<file path="config.mk">
export PLATFORM = sky130hd
export DESIGN_NAME = pwm_breathe_mc_flat
export DESIGN_NICKNAME = d
export VERILOG_FILES = /design/src/rtl/pwm_breathe_mc_if.sv /design/src/rtl/pwm_breathe_mc.sv /design/src/flat_wrapper.sv
export SDC_FILE = /design/constraint.sdc
export NUM_CORES = 1
export LEC_CHECK = 0
export ABC_AREA = 1
export CORE_ASPECT_RATIO = 1.2
export CORE_MARGIN = 2
export CORE_UTILIZATION = 35
export DETAILED_ROUTE_END_ITERATION = 16
export DONT_BUFFER_PORTS = 1
export PLACE_DENSITY = 0.49
export SKIP_LAST_GASP = 1
export SLEW_MARGIN = 0
export SYNTH_ARGS = -nofsm -noshare
export SYNTH_HDL_FRONTEND = slang
export SYNTH_SLANG_ARGS = --single-unit
</file>
<file path="constraint.sdc">
create_clock -name clk -period 1.5 [get_ports clk]
set_input_delay 0.15 -clock clk [delete_from_list [all_inputs] [get_ports clk]]
set_output_delay 0.15 -clock clk [all_outputs]
set_load 0.01 [all_outputs]
</file>
<file path="src/rtl/pwm_breathe_mc_if.sv">
// Configuration and output bundle for pwm_breathe_mc: run control, per-channel
// mode/duty strobes in, PWM lines, applied duty and period pulse out.
interface pwm_breathe_mc_if #(
    parameter int unsigned CHANNELS = 4,
    parameter int unsigned CNT_W    = 8
);
    logic                      enable;
    logic [2*CHANNELS-1:0]     mode;
    logic [CNT_W*CHANNELS-1:0] duty_in;
    logic [CHANNELS-1:0]       load;
    logic [CHANNELS-1:0]       dout;
    logic [CNT_W*CHANNELS-1:0] duty_out;
    logic                      cycle_end;

    modport master (
        output enable, mode, duty_in, load,
        input  dout, duty_out, cycle_end
    );

    modport slave (
        input  enable, mode, duty_in, load,
        output dout, duty_out, cycle_end
    );
endinterface

</file>
<file path="src/rtl/pwm_breathe_mc.sv">
// Multi-channel PWM with a shared period counter; each channel is off, fixed,
// triangle-breathing or ramp-and-hold, with duty changes applied only at period ends.
module pwm_breathe_mc #(
    parameter int unsigned CHANNELS     = 4,
    parameter int unsigned CNT_W        = 8,
    parameter int unsigned PERIOD       = 100,
    parameter int unsigned STEP         = 5,
    parameter int unsigned CYC_PER_STEP = 1
) (
    input  logic                    clk,
    input  logic                    rst_n,
    pwm_breathe_mc_if.slave         pwm_if
);

    localparam int unsigned SC_W = (CYC_PER_STEP > 1) ? $clog2(CYC_PER_STEP) : 1;

    localparam logic [CNT_W-1:0] PERIOD_C = CNT_W'(PERIOD);
    localparam logic [CNT_W-1:0] LAST_C   = CNT_W'(PERIOD - 1);
    localparam logic [CNT_W-1:0] STEP_C   = CNT_W'(STEP);
    localparam logic [CNT_W:0]   PERIOD_X = (CNT_W + 1)'(PERIOD);
    localparam logic [CNT_W:0]   STEP_X   = (CNT_W + 1)'(STEP);
    localparam logic [SC_W-1:0]  SC_LAST  = SC_W'(CYC_PER_STEP - 1);

    localparam logic [1:0] MODE_OFF     = 2'b00;
    localparam logic [1:0] MODE_FIXED   = 2'b01;
    localparam logic [1:0] MODE_BREATHE = 2'b10;
    localparam logic [1:0] MODE_RAMP    = 2'b11;

    typedef enum logic {
        DIR_UP   = 1'b0,
        DIR_DOWN = 1'b1
    } dir_e;

    logic [CNT_W-1:0]                cnt_q, cnt_d;
    logic [SC_W-1:0]                 step_q, step_d;
    logic                            cyc_end_q, cyc_end_d;
    logic [CHANNELS-1:0][CNT_W-1:0]  duty_q, duty_d;
    logic [CHANNELS-1:0][CNT_W-1:0]  shadow_q, shadow_d;
    logic [CHANNELS-1:0]             pend_q, pend_d;
    logic [CHANNELS-1:0]             dout_q, dout_d;
    dir_e                            dir_q [CHANNELS];
    dir_e                            dir_d [CHANNELS];

    logic [CHANNELS-1:0][1:0]        mode_v;
    logic [CHANNELS-1:0][CNT_W-1:0]  duty_in_v;
    logic                            wrap_c;

    assign mode_v    = pwm_if.mode;
    assign duty_in_v = pwm_if.duty_in;
    assign wrap_c    = pwm_if.enable && (cnt_q == LAST_C);

    function automatic logic [CNT_W-1:0] clamp_duty(input logic [CNT_W-1:0] v);
        return (v > PERIOD_C) ? PERIOD_C : v;
    endfunction

    // Next-state: counter, step divider, shadow capture and boundary duty update.
    always_comb begin
        cnt_d     = cnt_q;
        step_d    = step_q;
        cyc_end_d = 1'b0;
        duty_d    = duty_q;
        shadow_d  = shadow_q;
        pend_d    = pend_q;
        dout_d    = '0;
        dir_d     = dir_q;

        if (pwm_if.enable) begin
            cnt_d     = wrap_c ? '0 : cnt_q + CNT_W'(1);
            cyc_end_d = (cnt_d == LAST_C);
        end

        if (wrap_c) begin
            step_d = (step_q == SC_LAST) ? '0 : step_q + SC_W'(1);
        end

        for (int i = 0; i < CHANNELS; i++) begin
            dout_d[i] = pwm_if.enable && (mode_v[i] != MODE_OFF) && (cnt_q < duty_q[i]);

            if (pwm_if.load[i]) begin
                shadow_d[i] = duty_in_v[i];
            end
            // A load in breathe/ramp re-seeds the duty at the next boundary instead of stepping.
            pend_d[i] = (pend_q[i] && !wrap_c) || (pwm_if.load[i] && mode_v[i][1]);

            if (wrap_c) begin
                case (mode_v[i])
                    MODE_OFF: begin
                        duty_d[i] = '0;
                        dir_d[i]  = DIR_UP;
                    end
                    MODE_FIXED: begin
                        duty_d[i] = clamp_duty(shadow_q[i]);
                    end
                    default: begin
                        if (pend_q[i]) begin
                            duty_d[i] = clamp_duty(shadow_q[i]);
                            dir_d[i]  = DIR_UP;
                        end else if (step_q == SC_LAST) begin
                            if ((dir_q[i] == DIR_UP) || (mode_v[i] == MODE_RAMP)) begin
                                if (({1'b0, duty_q[i]} + STEP_X) >= PERIOD_X) begin
                                    duty_d[i] = PERIOD_C;
                                    dir_d[i]  = (mode_v[i] == MODE_RAMP) ? DIR_UP : DIR_DOWN;
                                end else begin
                                    duty_d[i] = duty_q[i] + STEP_C;
                                    dir_d[i]  = DIR_UP;
                                end
                            end else if ({1'b0, duty_q[i]} <= STEP_X) begin
                                duty_d[i] = '0;
                                dir_d[i]  = DIR_UP;
                            end else begin
                                duty_d[i] = duty_q[i] - STEP_C;
                            end
                        end
                    end
                endcase
            end
        end
    end

    always_ff @(posedge clk or negedge rst_n) begin
        if (!rst_n) begin
            cnt_q     <= '0;
            step_q    <= '0;
            cyc_end_q <= 1'b0;
            duty_q    <= '0;
            shadow_q  <= '0;
            pend_q    <= '0;
            dout_q    <= '0;
            for (int i = 0; i < CHANNELS; i++) begin
                dir_q[i] <= DIR_UP;
            end
        end else begin
            cnt_q     <= cnt_d;
            step_q    <= step_d;
            cyc_end_q <= cyc_end_d;
            duty_q    <= duty_d;
            shadow_q  <= shadow_d;
            pend_q    <= pend_d;
            dout_q    <= dout_d;
            for (int i = 0; i < CHANNELS; i++) begin
                dir_q[i] <= dir_d[i];
            end
        end
    end

    assign pwm_if.dout      = dout_q;
    assign pwm_if.duty_out  = duty_q;
    assign pwm_if.cycle_end = cyc_end_q;

endmodule

</file>
<file path="src/flat_wrapper.sv">
// flat-port wrapper written by rule: the top's interface ports become plain ports
module pwm_breathe_mc_flat 
#(
    parameter int unsigned CHANNELS     = 4,
    parameter int unsigned CNT_W        = 8,
    parameter int unsigned PERIOD       = 100,
    parameter int unsigned STEP         = 5,
    parameter int unsigned CYC_PER_STEP = 1
)
  (clk, rst_n, pwm_if_enable, pwm_if_mode, pwm_if_duty_in, pwm_if_load, pwm_if_dout, pwm_if_duty_out, pwm_if_cycle_end);
  pwm_breathe_mc_if #(.CHANNELS(CHANNELS), .CNT_W(CNT_W)) pwm_if_i ();
  input  logic clk;
  input  logic rst_n;
  input wire logic [$bits(pwm_if_i.enable)-1:0] pwm_if_enable;
  input wire logic [$bits(pwm_if_i.mode)-1:0] pwm_if_mode;
  input wire logic [$bits(pwm_if_i.duty_in)-1:0] pwm_if_duty_in;
  input wire logic [$bits(pwm_if_i.load)-1:0] pwm_if_load;
  output wire logic [$bits(pwm_if_i.dout)-1:0] pwm_if_dout;
  output wire logic [$bits(pwm_if_i.duty_out)-1:0] pwm_if_duty_out;
  output wire logic [$bits(pwm_if_i.cycle_end)-1:0] pwm_if_cycle_end;
  assign pwm_if_i.enable = pwm_if_enable;
  assign pwm_if_i.mode = pwm_if_mode;
  assign pwm_if_i.duty_in = pwm_if_duty_in;
  assign pwm_if_i.load = pwm_if_load;
  assign pwm_if_dout = pwm_if_i.dout;
  assign pwm_if_duty_out = pwm_if_i.duty_out;
  assign pwm_if_cycle_end = pwm_if_i.cycle_end;
  pwm_breathe_mc #(.CHANNELS(CHANNELS), .CNT_W(CNT_W), .PERIOD(PERIOD), .STEP(STEP), .CYC_PER_STEP(CYC_PER_STEP)) u_core (.clk(clk), .rst_n(rst_n), .pwm_if(pwm_if_i));
endmodule
</file>
## Word level (Yosys, flattened, before mapping)

Index checks and enable logic that the tools add are counted.

- Bits of input ports: 47
- Logic and storage cells: 178
- Register bits after elaboration: 86

- Equal/unequal tests: 18
- Bitwise logic cells: 8
- $lt $le $gt $ge: 16
- Add/subtract/negate cells: 14
- Reductions and logical operators: 46
- Mux-type cells: 59

Operators with widths:

| cell | number |
|---|---|
| 8-bit 2-to-1 mux | 25 |
| 8-bit case mux with 2 select lines | 4 |
| 8-bit by 3-bit adder with 9-bit output, second input constant | 4 |
| 9-bit by 7-bit >= comparator with 1-bit output, second input constant | 4 |
| 8-bit by 3-bit adder with 8-bit output, second input constant | 4 |
| 8-bit by 7-bit greater-than comparator with 1-bit output, second input constant | 4 |
| 8-bit by 3-bit less-or-equal comparator with 1-bit output, second input constant | 4 |
| 8-bit less-than comparator | 4 |
| 8-bit by 3-bit subtractor with 8-bit output, second input constant | 4 |
| 1-bit 2-to-1 mux | 26 |
| 1-bit logical AND | 17 |
| 8-bit by 7-bit == test with 1-bit output, second input constant | 2 |
| 4-bit != test, second input constant | 4 |
| 4-bit AND reduction | 4 |
| 4-bit nonzero test | 4 |
| 3-bit != test, second input constant | 4 |
| 8-bit by 1-bit adder with 8-bit output, second input constant | 1 |
| 2-bit by 1-bit == test with 1-bit output, second input constant | 4 |
| 2-bit == test, second input constant | 4 |
| 2-bit zero test | 4 |
| 1-bit logical OR | 8 |
| 1-bit NOT | 8 |
| 1-bit case mux with 2 select lines | 4 |
| 2-bit AND reduction | 4 |
| 3 further kinds | 6 |

## Depth between registers and ports, before layout

- Depth in word-level cells: 7
- Depth in mapped cells: 14
- Gate-level depth less buffers: 14

## Worst setup path before layout

OpenSTA, ideal clock, no wires.

- Kind: flip-flop to flip-flop
- From: register u_core.duty_q (netlist bit u_core.pwm_if.duty_out[0])
- To: register u_core.duty_q (netlist bit u_core.pwm_if.duty_out[4])
- Arrival time: 1.644 ns
- Library setup time: 0.077 ns
- Path slack: -0.222 ns
- Data required time: 1.423 ns
- Buffers on the path: 0
- Cell stages (with the launch flop): 13
- Period minus slack after synthesis: 1.722 ns
- Cells stage by stage: dfrtp_1 inv_1 ha_1 inv_1 nand2_2 o21ai_2 nor2_1 nor2_4 inv_2 or2_0 nand3_1 nand3_1 a21oi_1

- Longest elaborated chain between the ends: 7
- Elaborated cells on any way between the ends: 11
- Classes of those cells: 3 x add/sub; 2 x order compare; 6 x mux

Ends and longest elaborated chain:

| what | RTL line | source |
|---|---|---|
| start: declaration | pwm_breathe_mc.sv:37 | `logic [CHANNELS-1:0][CNT_W-1:0] duty_q, duty_d;` |
| start signal: assignment | pwm_breathe_mc.sv:136 | `duty_q <= duty_d;` |
| 8-bit by 3-bit adder with 9-bit output | pwm_breathe_mc.sv:100 | `if (({1'b0, duty_q[i]} + STEP_X) >= PERIOD_X) begin` |
| 9-bit by 7-bit >= comparator with 1-bit output | pwm_breathe_mc.sv:100 |  |
| 8-bit 2-to-1 mux | pwm_breathe_mc.sv:100 |  |
| 8-bit 2-to-1 mux (*) | pwm_breathe_mc.sv:99 | `if ((dir_q[i] == DIR_UP) \|\| (mode_v[i] == MODE_RAMP)) begin` |
| 8-bit 2-to-1 mux (*) | pwm_breathe_mc.sv:98 | `end else if (step_q == SC_LAST) begin` |
| 8-bit 2-to-1 mux (*) | pwm_breathe_mc.sv:95 | `if (pend_q[i]) begin` |
| 8-bit case mux with 2 select lines (*) | pwm_breathe_mc.sv:86 | `case (mode_v[i])` |

Mark *: on every way between the ends. The rest lies on a longest branch, timed or not. The select of a mux whose other input is x is not followed.
A chain may end at the register's enable or synchronous reset.

## Final worst setup path

- From: register u_core.duty_q (netlist bit u_core.pwm_if.duty_out[25])
- To: register u_core.duty_q (netlist bit u_core.pwm_if.duty_out[26])

The elaborated chain is that of the path after synthesis.

==> flow_summary_export.csv <==
group,metric,value,unit
grt,grt_util_all_layers,21.65,%
timing,finalWorstSetupSlack,-0.2728,ns
run_status,outcome,"complete, but fails checks",
timing,hold_ws,-0.5115,ns
run,maxCapViolations,0,
yosys,netlist_area,6536,um2
routing,drt_iter0_drc,294,
timing,maxSlewHeadroom,61.08,%
routing,drtPass1Iterations,4,
floorplan,core,18240,um2
place,portBuffers,0,
yosys,synth.net_count,1032,
cells_and_area,fin_nets,1259,
timing,tightest_slew,0.5831,ns
clocking,clk_pin_slew,0.06,ns
clocking,cts_max_path_buffers,2,
cells_and_area,register_area,2141,um2
floorplan,io_pins,84,
routing,vias,6963,
setup_path,timing.critical_path.required,1.78,ns
grt,antenna_found_initial,0,
power,power_density,689.3,nW/um2
routing,routed_wl,20980,um
cells_and_area,antennaDiodeCount,0,
setup_path,ff2ff_setup_slack,-0.27,ns
timing,period_needed,1.773,ns
floorplan,die_h,153.7,um
run_status,violations,"hold timing, setup timing",
cells_and_area,multi_input_area,4536,um2
clocking,root_buffer,"clkbuf_16",
routing,drtAntennaViolNets,0,
cells_and_area,drive_gt1_share,37.02,%
setup_path,start_kind,"flip-flop",
grt,grt_pass1_vias,7040,
power,vdd_drop_max,0.6211,mV
yosys,post-synth-top-count-cell,"nand2_1",
grt,overflow,0,
clocking,cts.sinks,85,
routing,vias_per_cell,4.977,
cells_and_area,fin_area,9781,um2
grt,grt_max_degree,86,
yosys,synth_common_cells,"nand2_1 (207), inv_1 (107), nor2_1 (96)",
power,p_leak,4.782,nW
yosys,yosysTopAreaCell,"dfrtp_1",
yosys,ys_seq_area_share,32.54,%
clocking,clkLatencyLatePin,0.36,ns
setup_path,crit_type,"reg -> reg",
cells_and_area,syn2layout_area_growth,49.64,%
clocking,ctsHoldBuffers,41,
clocking,cts_tree,"yes",
floorplan,start_util,35.83,%
floorplan,die_w,128.8,um
timing,setup_viol,45,
place,placed_area,8225,um2
yosys,yosysTopAreaCellShare,32.54,%
cells_and_area,fin_util,53.61,%
place,routabilityCongestion,0.8424,
yosys,avgSynthCellArea,6.931,um2
yosys,yosys_warnings,0,
yosys,ys_ff_latch,85,
floorplan,rows,54,
timing,drv_slew,0,
setup_path,crit_fanout,4,
yosys,postSynthCellCount,943,
yosys,async_reset_ff_share,100.0,%
grt,grt_pass1_wl,34140,um
routing,avgRoutedWirePerCell,14.99,um
yosys,ys.flop_type,"dfrtp_1",
timing,post-route-period-util,118.2,%
floorplan,dieArea,19790,um2
timing,fmax,564.1,MHz
yosys,synth_area_leaders,"dfrtp_1 (33%), nand2_1 (12%), ha_1 (8.0%)",
cells_and_area,fill_cells,1798,
min_path,hold_class,"in -> async",
place,dp_hpwl,15020,um
yosys,ys_types,43,
clocking,htreeDepth,3,
timing,rsz0062_at_grt,"yes",
routing,drc_errors,0,
clocking,cts_inserted_buffers,9,
timing,hold_viol,93,
timing,fin_skew,0.01487,ns
setup_path,end_kind,"flip-flop",
yosys,synth_edf_count,0,
setup_path,cp.arrival,2.05,ns
[cells by family after synthesis]
| logic type | count (synthesis) | share of synthesized area (%) |
|---|---|---|
| XOR/XNOR | 25 | 3.350 |
| buffers and inverters | 155 | 9.361 |
| AND/OR/NAND/NOR | 421 | 28.10 |
| flip-flops | 85 | 32.54 |
| AO/OA/AOI/OAI | 211 | 17.92 |
| multiplexers | 4 | 0.6891 |
| adder cells (fa/ha/maj) | 42 | 8.040 |
[layer usage]
| layer | wire length (um) | part of all wire, % | GRT usage, % |
|---|---|---|---|
| met1 | 9233 | 44 | 26.58 |
| met4 | 476 | 2.3 | 7.867 |
| met3 | 672 | 3.2 | 3.027 |
| met5 | 0 | 0 | 0 |
| met2 | 10590 | 51 | 38.30 |
[state kept, by name, indices dropped and copies added (netlist names)]
register	flops
u_core.cnt_q	8
u_core.dir_q	4
u_core.shadow_q	32
u_core.pwm_if.cycle_end	1
u_core.pend_q	4
u_core.pwm_if.duty_out	32
u_core.pwm_if.dout	4
[path summary, 6_finish.rpt]
kind	from	cells after the start	end
setup reg to reg	u_core.pwm_if.duty_out[25]	13	u_core.pwm_if.duty_out[26]
hold reg to reg	u_core.shadow_q[15]	2	u_core.shadow_q[15]
min in group clk	pwm_if_mode[5]	2	u_core.pwm_if.duty_out[16]
hold / removal	rst_n	0	u_core.shadow_q[31]
setup / recovery	u_core.pwm_if.duty_out[25]	13	u_core.pwm_if.duty_out[26]
max in group asynchronous	rst_n	0	u_core.pwm_if.duty_out[17]
[where the power goes]
part	switching [W]	total [W]	internal (W)	leakage [nW]
combinational	0.000988	0.00186	0.000876	3.61
clock	0.000992	0.00228	0.00129	0.139
sequential	0.000135	0.00260	0.00247	1.04
[repair_timing]
action / in CTS / in global routing
pin swaps: 54 / 55
cloned: 0 / 1
hold endpoints to repair: 137 / 92
setup endpoints to repair: 45 / 54
buffers inserted: 18 / 10
gates resized for setup: 70 / 102
[critical path, stage by stage, from the launching register on]
cell and delay, ns:
dfrtp_2 0.44, buf_12 0.14, ha_4 0.15, nor2_4 0.11, inv_2 0.07, nand3_2 0.07, nand2_2 0.08, nor2_4 0.12
nand2_2 0.09, nand2_4 0.10, nand2_2 0.07, nand3_2 0.06, nand3_2 0.05, a21oi_1 0.13
[placed cells by master, fill, tap and decap left out, types with 5 or more instances in the layout]
cell type,n
nand2_1,181
buf_4,181
inv_1,91
dfrtp_1,74
nor2_1,72
a21oi_1,57
o21ai_0,56
nand3_1,46
dlygate4sd3_1,37
inv_2,34
ha_1,31
nand2_2,28
o21ai_1,23
a21oi_2,22
nand3_2,21
nor2_2,19
xor2_1,19
o21ai_2,16
buf_6,16
nand4_1,13
nor2_4,11
nand2_4,11
dfrtp_2,11
ha_4,10
clkbuf_16,10
o21a_1,7
o211ai_1,6
nor4_2,6
xor2_2,5
[layout make-up]
class,count,area share [%]
multi-input combinational,703,46.37
sequential,85,21.89
timing repair buffer,242,20.85
inverter,129,5.104
tap,224,2.866
clock buffer,11,2.379
clock inverter,5,0.5373
[through the flow]
stage	instances	power, W	TNS [ns]	setup WS [ns]
after CTS	1388	0.006694	-7.482	-0.2145
after global placement	1313	0.004205	-7.375	-0.2678
after detailed placement	1313	0.004226	-7.459	-0.2586
after global routing	1399	0.007149	-12.29	-0.3696
after floorplan	943	0.003675	-1.925	-0.1479
final	1399	0.006742	-7.309	-0.2728
Note: power is estimated with default switching activity, not from simulation.
